## src/rtl/risc_mem_arbiter.sv

```systemverilog
// Per-cycle arbiter sharing one single-port, 1-cycle-latency SRAM between the
// fetch port and the load/store port. The data port wins unless fetch has starved.
module risc_mem_arbiter #(
  parameter int unsigned ADDR_W     = 10,
  parameter int unsigned DATA_W     = 32,
  parameter int unsigned STARVE_MAX = 4
) (
  input  logic              clk,
  input  logic              rst_n,
  input  logic              if_req,
  input  logic [ADDR_W-1:0] if_addr,
  input  logic              if_flush,
  output logic              if_gnt,
  output logic              if_rvalid,
  output logic [DATA_W-1:0] if_rdata,
  input  logic              d_req,
  input  logic              d_we,
  input  logic [ADDR_W-1:0] d_addr,
  input  logic [DATA_W-1:0] d_wdata,
  output logic              d_gnt,
  output logic              d_rvalid,
  output logic [DATA_W-1:0] d_rdata,
  output logic              sram_ce,
  output logic              sram_we,
  output logic [ADDR_W-1:0] sram_addr,
  output logic [DATA_W-1:0] sram_wdata,
  input  logic [DATA_W-1:0] sram_rdata
);

  localparam int unsigned CNT_W = $clog2(STARVE_MAX + 1);
  localparam logic [CNT_W-1:0] CNT_MAX = CNT_W'(STARVE_MAX);

  logic [CNT_W-1:0] starve_cnt;
  logic             pend_if;
  logic             pend_d;
  logic             force_if;

  // Grants are gated by rst_n so nothing reaches the SRAM while reset is held.
  always_comb begin
    force_if = if_req && (starve_cnt == CNT_MAX);
    d_gnt    = rst_n && d_req && !force_if;
    if_gnt   = rst_n && if_req && !d_gnt;
  end

  always_comb begin
    sram_ce    = if_gnt | d_gnt;
    sram_we    = d_gnt & d_we;
    sram_addr  = '0;
    sram_wdata = '0;
    if (d_gnt) begin
      sram_addr  = d_addr;
      sram_wdata = d_wdata;
    end else if (if_gnt) begin
      sram_addr  = if_addr;
    end
  end

  always_ff @(posedge clk or negedge rst_n) begin
    if (!rst_n) begin
      starve_cnt <= '0;
      pend_if    <= 1'b0;
      pend_d     <= 1'b0;
    end else begin
      pend_d  <= d_gnt & ~d_we;
      pend_if <= if_gnt & ~if_flush;
      if (if_gnt || !if_req) begin
        starve_cnt <= '0;
      end else if (d_gnt && (starve_cnt != CNT_MAX)) begin
        starve_cnt <= starve_cnt + CNT_W'(1);
      end
    end
  end

  // A flush in the return cycle also squashes the fetch already in flight.
  always_comb begin
    if_rvalid = pend_if & ~if_flush;
    d_rvalid  = pend_d;
    if_rdata  = if_rvalid ? sram_rdata : '0;
    d_rdata   = d_rvalid  ? sram_rdata : '0;
  end

endmodule

```

## config.mk

```make
export PLATFORM = sky130hd
export DESIGN_NAME = risc_mem_arbiter
export DESIGN_NICKNAME = d
export VERILOG_FILES = /design/src/rtl/risc_mem_arbiter.sv
export SDC_FILE = /design/constraint.sdc
export NUM_CORES = 1
export LEC_CHECK = 0
export BUFFER_PORTS_ARGS = -buffer_cell sky130_fd_sc_hd__buf_2
export CAP_MARGIN = 20
export CORE_AREA = 2 2 78 80
export CTS_CLUSTER_SIZE = 14
export DETAILED_ROUTE_END_ITERATION = 16
export DIE_AREA = 0 0 80 82
export SYNTH_ARGS = -nofsm -noshare
export SYNTH_HDL_FRONTEND = slang
export SYNTH_SLANG_ARGS = --single-unit
```

## constraint.sdc

```tcl
create_clock -name clk -period 1.63 [get_ports clk]
set_input_delay 0.2445 -clock clk [delete_from_list [all_inputs] [get_ports clk]]
set_output_delay 0.2445 -clock clk [all_outputs]
set_load 0.005 [all_outputs]
```

* After elaboration in Yosys (flattened, before gate mapping)
Index checks and enable logic that the tools add are counted.
** Word-level totals
- Register bits after elaboration :: 5
- Input port bits :: 90
- Output and inout bits :: 112
- Word-level logic and storage cells :: 31
** Operators by class
- Add/subtract/negate cells :: 1
- Equality and inequality tests :: 2
- Mux-type cells :: 7
- Bitwise operators :: 7
- Reduce and logical (&&, ||, !) cells :: 11
** Operators by type and width (count)
- $mux W32 :: 3
- $mux W10 :: 2
- $logic_and A1 B1 Y1 :: 6
- $mux W3 :: 2
- $and A1 B1 Y1 :: 4
- $add A3 B1 Y3 const B :: 1
- $eq A3 B3 Y1 const B :: 1
- $logic_not A1 Y1 :: 3
- $ne A3 B3 Y1 const B :: 1
- $not A1 Y1 :: 2
- $reduce_bool A2 Y1 :: 1
- $logic_or A1 B1 Y1 :: 1
- $or A1 B1 Y1 :: 1

* Logic depth before layout (Yosys ltp)
Gate-level depths: netlist of run 1.
- Depth in word-level cells :: 8
- Mapped depth :: 6
- Depth with buffers taken out :: 5

* Worst setup path before layout of run 1
No wires, ideal clock.
- Path type :: register -> output
- From :: reg starve_cnt[0]
- To :: out sram_addr[0]
- Arrival :: 1255 ps
- Required time :: 1385 ps
- Slack :: 130 ps
- Stages on the path, launching flop included :: 7
- Buffers on the path :: 1
- Cell sequence :: dfrtp_1 > inv_1 > ha_1 > a21boi_2 > nor2_1 > buf_2 > a22o_1
** On the way
- Cells in the longest elaborated chain, start to end :: 8
** Ends and longest elaborated chain
- start: declaration :: RTL line 33 : logic [CNT_W-1:0] starve_cnt;
- start signal: assignment :: RTL line 69 : starve_cnt <= starve_cnt + CNT_W'(1);
- $eq A3 B3 Y1 :: RTL line 40 : force_if = if_req && (starve_cnt == CNT_MAX);
- $logic_and A1 B1 Y1 :: RTL line 40
- $logic_not A1 Y1 :: RTL line 41 : d_gnt = rst_n && d_req && !force_if;
- $logic_and A1 B1 Y1 :: RTL line 41
- $logic_not A1 Y1 :: RTL line 42 : if_gnt = rst_n && if_req && !d_gnt;
- $logic_and A1 B1 Y1 :: RTL line 42
- named net if_gnt :: RTL line 13 : output logic if_gnt,
- $mux W10 :: RTL line 53 : end else if (if_gnt) begin
- $mux W10 :: RTL line 50 : if (d_gnt) begin
- end: declaration :: RTL line 25 : output logic [ADDR_W-1:0] sram_addr,
The timed path passes the listed nets, and every way through them passes these cells.

* Worst setup path after layout of run 1
- From :: reg starve_cnt[0]
- To :: out sram_addr[4]
** On the way
- Cells in the longest elaborated chain, start to end :: 8
** Ends and longest elaborated chain (RTL line)
- $eq A3 B3 Y1 (*) :: 40
- $logic_and A1 B1 Y1 (*) :: 40
- $logic_not A1 Y1 (*) :: 41
- $logic_and A1 B1 Y1 (*) :: 41
- $logic_not A1 Y1 :: 42
- $logic_and A1 B1 Y1 :: 42
- $mux W10 :: 53
- $mux W10 (*) :: 50
Every way passes the cells marked *; elsewhere a longest branch is shown, timed or not.

==> impl_metrics.json, run 1 <==
{
  "critical_path_class": "reg2out",
  "ff2ff_setup_slack_ps": 410,
  "clk_pin_slew_ps": 30,
  "critPathSlowestCell": "dfrtp_1",
  "ys_warn_count": 0,
  "rsz0062_at_grt": "true",
  "fp.dieH_um": 82,
  "die_area_um2": 6560,
  "syn_avg_cell_area_um2": 7.260,
  "core_area_um2": 5746,
  "r2r_cells": 4,
  "track_usage": 0.1244,
  "slowest_delay_ps": 380,
  "clockBufferDepth": 2,
  "first_pass_iters": 4,
  "gp_congestion": 0.7116,
  "setup_slack_ps": -99.78,
  "fmax_ghz": 0.5781,
  "skew_ps": 0.4874,
  "h-tree-depth": 1,
  "timing.rr.end": "starve_cnt[2]",
  "p_per_area_nw_per_um2": 305.1,
  "rr_startpoint": "starve_cnt[0]",
  "drt-initial-drc-count": 34,
  "stdcell_count": 427,
  "fill_cells": 618,
  "post_drt_wl_per_cell_um": 11.23,
  "hold_path_depth": 2,
  "crit_fanout": 35,
  "totalWireLength_mm": 4.794,
  "setup_tns_ps": -2661,
  "synth_cell_types": 22,
  "seq_area_frac_synth": 0.1172,
  "synth_area_um2": 1067,
  "grt_max_degree": 36,
  "die_x_um": 80,
  "hold_viol": 0,
  "synthCells": 147,
  "antenna_found_initial": 1,
  "syn_to_final_growth_pct": 112.2,
  "start_kind": "register",
  "synth_fp_nets": 239,
  "grt_pass1_vias": 1394,
  "io_pins": 202,
  "final_area_um2": 2265,
  "rows": 28,
  "period_share": 1.061,
  "cap_violations": 0,
  "slew_violations": 0,
  "vias": 1711,
  "cts_tree": "yes",
  "initial_core_util": 0.1858,
  "final_net_count": 444,
  "root_buffer": "clkbuf_8",
  "via_per_inst": 4.007,
  "grt_overflow": 0,
  "violations": "setup timing",
  "drive_gt1_frac": 0.6239,
  "slew_headroom": 0.8020,
  "antenna_left": 0,
  "startpoint": "starve_cnt[0]",
  "insertion_delay_ps": 220,
  "crit_arrival_ps": 1490,
  "cts_sinks": 5,
  "cp_cell_sequence": "inv_2 > ha_4 > a31oi_4 > buf_12 > a22o_1 > buf_2",
  "outcome": "complete, but fails checks",
  "min_to": "pend_if",
  "period_minus_slack_ps": 1730,
  "dp_cells": 420,
  "setup_viol": 37,
  "cts_made_buffers": 3,
  "hold_path_class": "in2reg",
  "required_ps": 1390,
  "p_leak_nw": 1.479,
  "drc": 0,
  "min_from": "if_flush",
  "placed_cell_area_um2": 2180,
  "cp-end-kind": "primary output",
  "place_hpwl_mm": 4.204,
  "grt_pass1_wl_mm": 6.561,
  "ys_seq_elements": 5,
  "port_buffers": 201,
  "ir_drop_v": 0.0004358,
  "tightest_slew_ps": 297.1
}
[per-layer routing]
metal / wire length, µm / GRT usage
met5: 0 / 0
met4: 55 / 0.02373
met3: 443 / 0.02967
met2: 2460 / 0.2267
met1: 1834 / 0.1491
[sequential cells by signal, summed over array words and instances (netlist names)]
register,count
pend_if,1
starve_cnt,3
d_rvalid,1
[metrics by stage]
stage	total power [mW]	utilization	setup slack (ps)	hold WS, ps
after detailed placement	0.4595	0.3794	27.76	225.1
after CTS	0.7016	0.3931	-102.7	200.8
after global placement	0.4541	0.3794	72.64	228.4
final	0.6910	0.3942	-99.78	203.5
after global routing	0.7522	0.3942	-172.8	206.4
after floorplan	0.2502	-	130.3	-51.09
[final cells by class]
cell class / instances / area [µm²] / area share
Timing Repair Buffer: 211 / 1116 / 0.4928
Multi-Input combinational cell: 129 / 874.6 / 0.3862
Sequential cell: 5 / 125.1 / 0.05525
Tap cell: 75 / 93.84 / 0.04144
Clock buffer: 4 / 45.04 / 0.01989
Inverter: 2 / 7.507 / 0.003315
Antenna cell: 1 / 2.502 / 0.001105
[kinds of logic (layout without fill, tap and decap cells)]
family                     after synthesis  count (layout)  share of synthesized area
other                                    0               1                          0
and+or+nand+nor                        111             111                     0.6424
buffers and inverters                   13             217                    0.07502
adders and majority gates                2               2                    0.02344
DFF                                      5               5                     0.1172
AOI/OAI and AO/OA                       16              16                     0.1418
[synth_stat cells (all sizes together)]
cell / n / area [µm²]
nor3: 2 / 10.01
buf: 5 / 50.04
inv: 2 / 7.510
nand2: 3 / 13.77
a31oi: 1 / 21.27
nand3: 2 / 10.01
o31a: 1 / 8.760
and2b: 2 / 15.01
nand2b: 2 / 12.51
nor3b: 1 / 7.510
o21a: 1 / 7.510
a21boi: 3 / 26.27
dfrtp: 5 / 125.1
clkbuf: 6 / 22.52
nor2: 1 / 3.750
nor2b: 1 / 6.260
and2: 97 / 606.8
a22o: 10 / 87.58
ha: 2 / 25.02
[placed cells by master (no fill, tap or decap), types with 2 or more instances in the layout]
cell type,n
and2b_1,2
a21boi_0,2
nand2b_1,2
nand2_1,2
a22o_1,10
buf_2,201
buf_12,2
dfrtp_1,5
nand3_1,2
nor3_1,2
buf_4,5
inv_2,2
and2_1,97
buf_6,2
clkbuf_8,3
[critical path, delay by kind of cell, from the launching register on]
family | cells | cell delay (ps)
flip-flops | 1 | 380
adder cells (fa/ha/maj) | 1 | 160
AO/OA/AOI/OAI | 2 | 330
buffers and inverters | 3 | 390
[worst max-delay path by stage]
| stage | to | depth (start not counted) | slack (ps) |
|---|---|---|---|
| finish | sram_addr[4] | 6 | -100 |
| global route | sram_addr[4] | 7 | -170 |
| CTS | sram_addr[4] | 6 | -100 |
| detailed placement | sram_addr[4] | 6 | 30 |
| global placement | sram_addr[9] | 6 | 70 |
| floorplan | sram_addr[0] | 6 | 130 |
[report_power, final]
group | switching [mW] | total (mW) | internal (mW)
Combinational | 0.132 | 0.330 | 0.198
Clock | 0.0604 | 0.228 | 0.168
Sequential | 0.00392 | 0.132 | 0.128
[repair_timing]
| action | 4_1_cts | 5_1_grt |
|---|---|---|
| hold buffers | 1 | 0 |
| buffers inserted | 1 | 0 |
| endpoints found under the setup margin | 45 | 44 |
| endpoints found under the hold margin | 5 | 0 |
| resized for setup | 4 | 2 |
Power figures use the tool's default switching activity.
==> run 2, diff against run 1 <==
--- a/config.mk
+++ b/config.mk
@@ -7,10 +7,12 @@
 export LEC_CHECK = 0
 export BUFFER_PORTS_ARGS = -buffer_cell sky130_fd_sc_hd__buf_2
 export CAP_MARGIN = 20
-export CORE_AREA = 2 2 78 80
+export CORE_AREA = 4 4 76 78
 export CTS_CLUSTER_SIZE = 14
 export DETAILED_ROUTE_END_ITERATION = 16
 export DIE_AREA = 0 0 80 82
+export PLACE_DENSITY = 0.68
+export RECOVER_POWER = 50
 export SYNTH_ARGS = -nofsm -noshare
 export SYNTH_HDL_FRONTEND = slang
 export SYNTH_SLANG_ARGS = --single-unit
==> run 2 against run 1 <==
Against the previous run: the flow still finishes with violations (setup timing); sequential cell count unchanged; sequential share of layout area about the same; count of clock-buffer cells in the layout unchanged.
==> impl_metrics.json, run 2 (synthesized netlist as in run 1, its figures left out) <==
{
  "grt_pass1_vias": 1455,
  "post_drt_wl_per_cell_um": 12.05,
  "die_x_um": 80,
  "fmax_ghz": 0.5653,
  "drive_gt1_frac": 0.6222,
  "syn_to_final_growth_pct": 111.5,
  "fp.dieH_um": 82,
  "die_area_um2": 6560,
  "crit_arrival_ps": 1520,
  "ir_drop_v": 0.0004064,
  "required_ps": 1390,
  "clk_pin_slew_ps": 30,
  "antenna_left": 0,
  "gp_congestion": 0.7917,
  "period_minus_slack_ps": 1769,
  "via_per_inst": 4.026,
  "grt_pass1_wl_mm": 6.831,
  "final_net_count": 445,
  "slowest_delay_ps": 340,
  "hold_path_class": "in2async",
  "p_leak_nw": 1.477,
  "slew_violations": 0,
  "core_area_um2": 5075,
  "critPathSlowestCell": "dfrtp_1",
  "setup_slack_ps": -139.1,
  "start_kind": "register",
  "totalWireLength_mm": 5.085,
  "vias": 1699,
  "drc": 0,
  "skew_ps": 0.04782,
  "final_cell_mix": "buf_2, and2_1, a22o_1",
  "antenna_cells": 0,
  "critical_path_class": "reg2out",
  "drt-initial-drc-count": 40,
  "cts_tree": "yes",
  "cp-end-kind": "primary output",
  "crit_fanout": 44,
  "h-tree-depth": 1,
  "root_buffer": "clkbuf_8",
  "clockBufferDepth": 2,
  "antenna_found_initial": 0,
  "largest_reg_flops": 3,
  "grt_overflow": 0,
  "rows": 26,
  "violations": "setup timing",
  "grt_max_degree": 45,
  "slew_headroom": 0.7686,
  "port_buffers": 201,
  "hold_slack_ps": 163.1,
  "setup_viol": 42,
  "rsz0062_at_grt": "true",
  "io_pins": 202,
  "outcome": "complete, but fails checks",
  "first_pass_iters": 4,
  "cp_cell_sequence": "inv_1 > ha_4 > a31oi_4 > buf_12 > and2_1 > buf_2",
  "insertion_delay_ps": 220,
  "hold_viol": 0,
  "mostFrequentLayoutCell": "buf_2",
  "tightest_slew_ps": 347.1,
  "finalPower_uw": 695.3,
  "regMostFlops": "starve_cnt",
  "final_area_um2": 2257,
  "period_share": 1.085,
  "p_per_area_nw_per_um2": 308.0,
  "placed_cell_area_um2": 2153,
  "track_usage": 0.1279,
  "cts_made_buffers": 3,
  "initial_core_util": 0.2103,
  "postLayoutCoreUtil": 0.4448,
  "cap_violations": 0,
  "cts_sinks": 5,
  "place_hpwl_mm": 4.261
}
run 2: cell count changes in the layout (fill, tap and decap cells not counted), sizes merged:
| cell | change |
|---|---|
| clkbuf | +2 |
| diode | -1 |
| buf | -1 |
run 2: area by class of cell:
class                           instances  area [µm²]
Clock buffer                            4       45.04
Fill cell                             517        2818
Inverter                                2       7.507
Multi-Input combinational cell        129       879.6
Sequential cell                         5       125.1
Tap cell                               70       87.58
Timing Repair Buffer                  212        1112
run 2: per-stage QoR:
stage                     cells  setup TNS (ps)  worst slack (ps)
after floorplan             147               0             130.3
final                       422           -3935            -139.1
after global routing        422           -7070            -186.0
after CTS                   422           -3387            -106.1
after detailed placement    414               0             25.92
after global placement      414               0             61.07
run 2: final timing paths:
| check | start | to | slack (ps) | depth (start not counted) |
|---|---|---|---|---|
| max | starve_cnt[1] | sram_wdata[30] | -140 | 6 |
| min | rst_n | starve_cnt[1] | 160 | 2 |
| max reg2reg | starve_cnt[1] | starve_cnt[1] | 310 | 7 |
| min reg2reg | starve_cnt[0] | starve_cnt[0] | 590 | 3 |
| max in group asynchronous | rst_n | starve_cnt[2] | 1030 | 2 |
| min in group clk | if_flush | pend_if | 200 | 2 |
run 2: timing repair:
| item | CTS | global route |
|---|---|---|
| gates cloned | 1 | 0 |
| pin swaps | 2 | 0 |
| gates resized for setup | 8 | 2 |
| endpoints found under the setup margin | 45 | 45 |
| buffers inserted | 2 | 0 |
| endpoints found under the hold margin | 1 | 0 |
| hold buffers | 1 | 0 |
run 2: routing by layer:
| metal | part of all wire | vias to the layer above | GRT usage |
|---|---|---|---|
| li1 | - | 876 | - |
| met3 | 0.10 | 6 | 0.02961 |
| met2 | 0.52 | 88 | 0.2425 |
| met5 | 0 | - | 0 |
| met1 | 0.37 | 729 | 0.1451 |
| met4 | 0.0083 | 0 | 0.02703 |
run 2: worst max-delay path, delay by kind of cell (launching register included):
family	cells	cell delay (ps)
compound gates	1	190
buf+inv	3	400
simple gates	1	180
flops	1	340
fa+ha+maj	1	180
run 2: power by group:
part | internal, mW | leakage [nW] | switching (mW)
Combinational | 0.198 | 1.39 | 0.140
Clock | 0.168 | 0.0228 | 0.0605
Sequential | 0.128 | 0.0684 | 0.00154
==> run 3, diff against run 2 <==
--- a/config.mk
+++ b/config.mk
@@ -11,7 +11,7 @@
 export CTS_CLUSTER_SIZE = 14
 export DETAILED_ROUTE_END_ITERATION = 16
 export DIE_AREA = 0 0 80 82
-export PLACE_DENSITY = 0.68
+export PLACE_DENSITY = 0.69
 export RECOVER_POWER = 50
 export SYNTH_ARGS = -nofsm -noshare
 export SYNTH_HDL_FRONTEND = slang
==> run 3 against run 2 <==
Against the previous run: the run still ends with setup timing left; combinational power shrank 3%; worst hold slack improved by 24 ps; clock skew up 0.67 ps; die area did not move; first-iteration DRC count is 45% lower; via count down 2.3%; clock power hardly changed; maximum frequency up 2.9%; utilization decreased by 0.44 points; global-route usage decreased by 0.83 points; wire length shrank 3.1%; power fell by 1.9%.
==> impl_metrics.json, run 3 (synthesized netlist as in run 1, its figures left out) <==
{
  "period_minus_slack_ps": 1720,
  "setup_tns_ps": -2478,
  "port_buffers": 201,
  "tightest_slew_ps": 309.1,
  "hold_viol": 0,
  "setup_viol": 43,
  "mostFrequentLayoutCell": "buf_2",
  "violations": "setup timing",
  "drive_gt1_frac": 0.6182,
  "slew_headroom": 0.7939,
  "start_kind": "register",
  "period_share": 1.055,
  "crit_arrival_ps": 1480,
  "fill_cells": 514,
  "cp_cell_sequence": "inv_2 > ha_4 > a21boi_2 > nor2_1 > buf_6 > a22o_1 > buf_2",
  "regArea_um2": 125.1,
  "timing.rr.end": "starve_cnt[2]",
  "clk_pin_slew_ps": 30,
  "first_pass_iters": 3,
  "drt-initial-drc-count": 22,
  "fp.dieH_um": 82,
  "setup_slack_ps": -89.94,
  "rr_startpoint": "starve_cnt[1]",
  "rows": 26,
  "final_cell_mix": "buf_2, and2_1, a22o_1",
  "gp_congestion": 0.7533,
  "antenna_left": 0,
  "slew_violations": 0,
  "crit_fanout": 11,
  "skew_ps": 0.7173,
  "slowest_delay_ps": 360,
  "die_x_um": 80,
  "initial_core_util": 0.2103,
  "via_per_inst": 3.943,
  "ir_drop_v": 0.0003538,
  "cts_made_buffers": 3,
  "h-tree-depth": 1,
  "ff2ff_setup_slack_ps": 320,
  "track_usage": 0.1196,
  "multi_input_area_um2": 874.6,
  "largest_reg_flops": 3,
  "r2r_cells": 5,
  "critPathSlowestCell": "dfrtp_1",
  "drc": 0,
  "grt_pass1_wl_mm": 6.410,
  "critical_path_class": "reg2out",
  "place_hpwl_mm": 4.190,
  "required_ps": 1390,
  "insertion_delay_ps": 220,
  "hold_path_class": "in2async",
  "rsz0062_at_grt": "true",
  "io_pins": 202,
  "p_per_area_nw_per_um2": 305.3,
  "cts_sinks": 5,
  "syn_to_final_growth_pct": 109.4,
  "hold_slack_ps": 187.6,
  "grt_overflow": 0,
  "grt_pass1_vias": 1355,
  "root_buffer": "clkbuf_8",
  "grt_max_degree": 46,
  "fmax_ghz": 0.5814,
  "core_area_um2": 5075,
  "outcome": "complete, but fails checks",
  "antenna_cells": 0,
  "regMostFlops": "starve_cnt",
  "p_leak_nw": 1.469,
  "cap_violations": 0,
  "cp-end-kind": "primary output",
  "totalWireLength_mm": 4.927,
  "vias": 1660,
  "antenna_found_initial": 0,
  "die_area_um2": 6560,
  "final_net_count": 444,
  "clockBufferDepth": 2,
  "post_drt_wl_per_cell_um": 11.70,
  "cts_tree": "yes"
}
[run 3: cell count changes in the layout (fill, tap and decap cells not counted), sizes merged]
cell	before	now
buf	209	208
[run 3: layer usage]
metal	wire length [µm]	track usage	share of wire
met1	1739	0.1286	0.35
met2	2682	0.2376	0.54
met3	493	0.01864	0.10
met4	11	0.03547	0.0022
met5	0	0	0
[run 3: worst max-delay path, delay by kind of cell, from the launching register on]
| family | cells | cell delay [ps] |
|---|---|---|
| AOI/OAI and AO/OA | 2 | 330 |
| adders and majority gates | 1 | 170 |
| buffers and inverters | 3 | 330 |
| DFF | 1 | 360 |
| and+or+nand+nor | 1 | 70 |
[run 3: worst max path at each step]
| stage | start | to | slack (ps) | cells after the start |
|---|---|---|---|---|
| 2_1_floorplan | starve_cnt[0] | sram_addr[0] | 130 | 6 |
| 3_3_place_gp | starve_cnt[0] | sram_addr[2] | 60 | 7 |
| 3_5_place_dp | starve_cnt[0] | sram_addr[9] | 20 | 6 |
| 4_1_cts | starve_cnt[0] | sram_addr[9] | -120 | 7 |
| 5_1_grt | starve_cnt[0] | sram_addr[9] | -190 | 7 |
| 6_report | starve_cnt[0] | sram_addr[9] | -90 | 7 |
[run 3: final cells by class]
class / count / share of cell area
clock buffer: 4 / 0.02016
inverter: 2 / 0.003359
multi-input combinational: 129 / 0.3914
sequential: 5 / 0.05599
tap: 70 / 0.03919
timing repair buffer: 211 / 0.4899
[run 3: repair_timing]
item	in CTS	in global routing
hold buffers	1	0
endpoints found under the setup margin	45	45
pin swaps	1	1
setup buffers	1	2
gates cloned	0	0
gates resized for setup	3	2
endpoints found under the hold margin	1	0
[run 3: power breakdown]
group	switching (mW)	leakage, nW	internal [mW]
registers	0.00170	0.0684	0.128
clock network	0.0576	0.0228	0.168
logic	0.135	1.38	0.192
[run 3: metrics by stage]
step | utilization | worst slack [ps] | power (mW) | cell area [µm²] | cells
final | 0.4403 | -89.94 | 0.6823 | 2235 | 421
after global routing | 0.4403 | -185.1 | 0.7420 | 2235 | 421
after CTS | 0.4376 | -120.0 | 0.6953 | 2221 | 419
after detailed placement | 0.4228 | 20.04 | 0.4524 | 2146 | 413
after global placement | 0.4228 | 56.30 | 0.4479 | 2146 | 413
after floorplan | - | 130.3 | 0.2502 | 1067 | 147
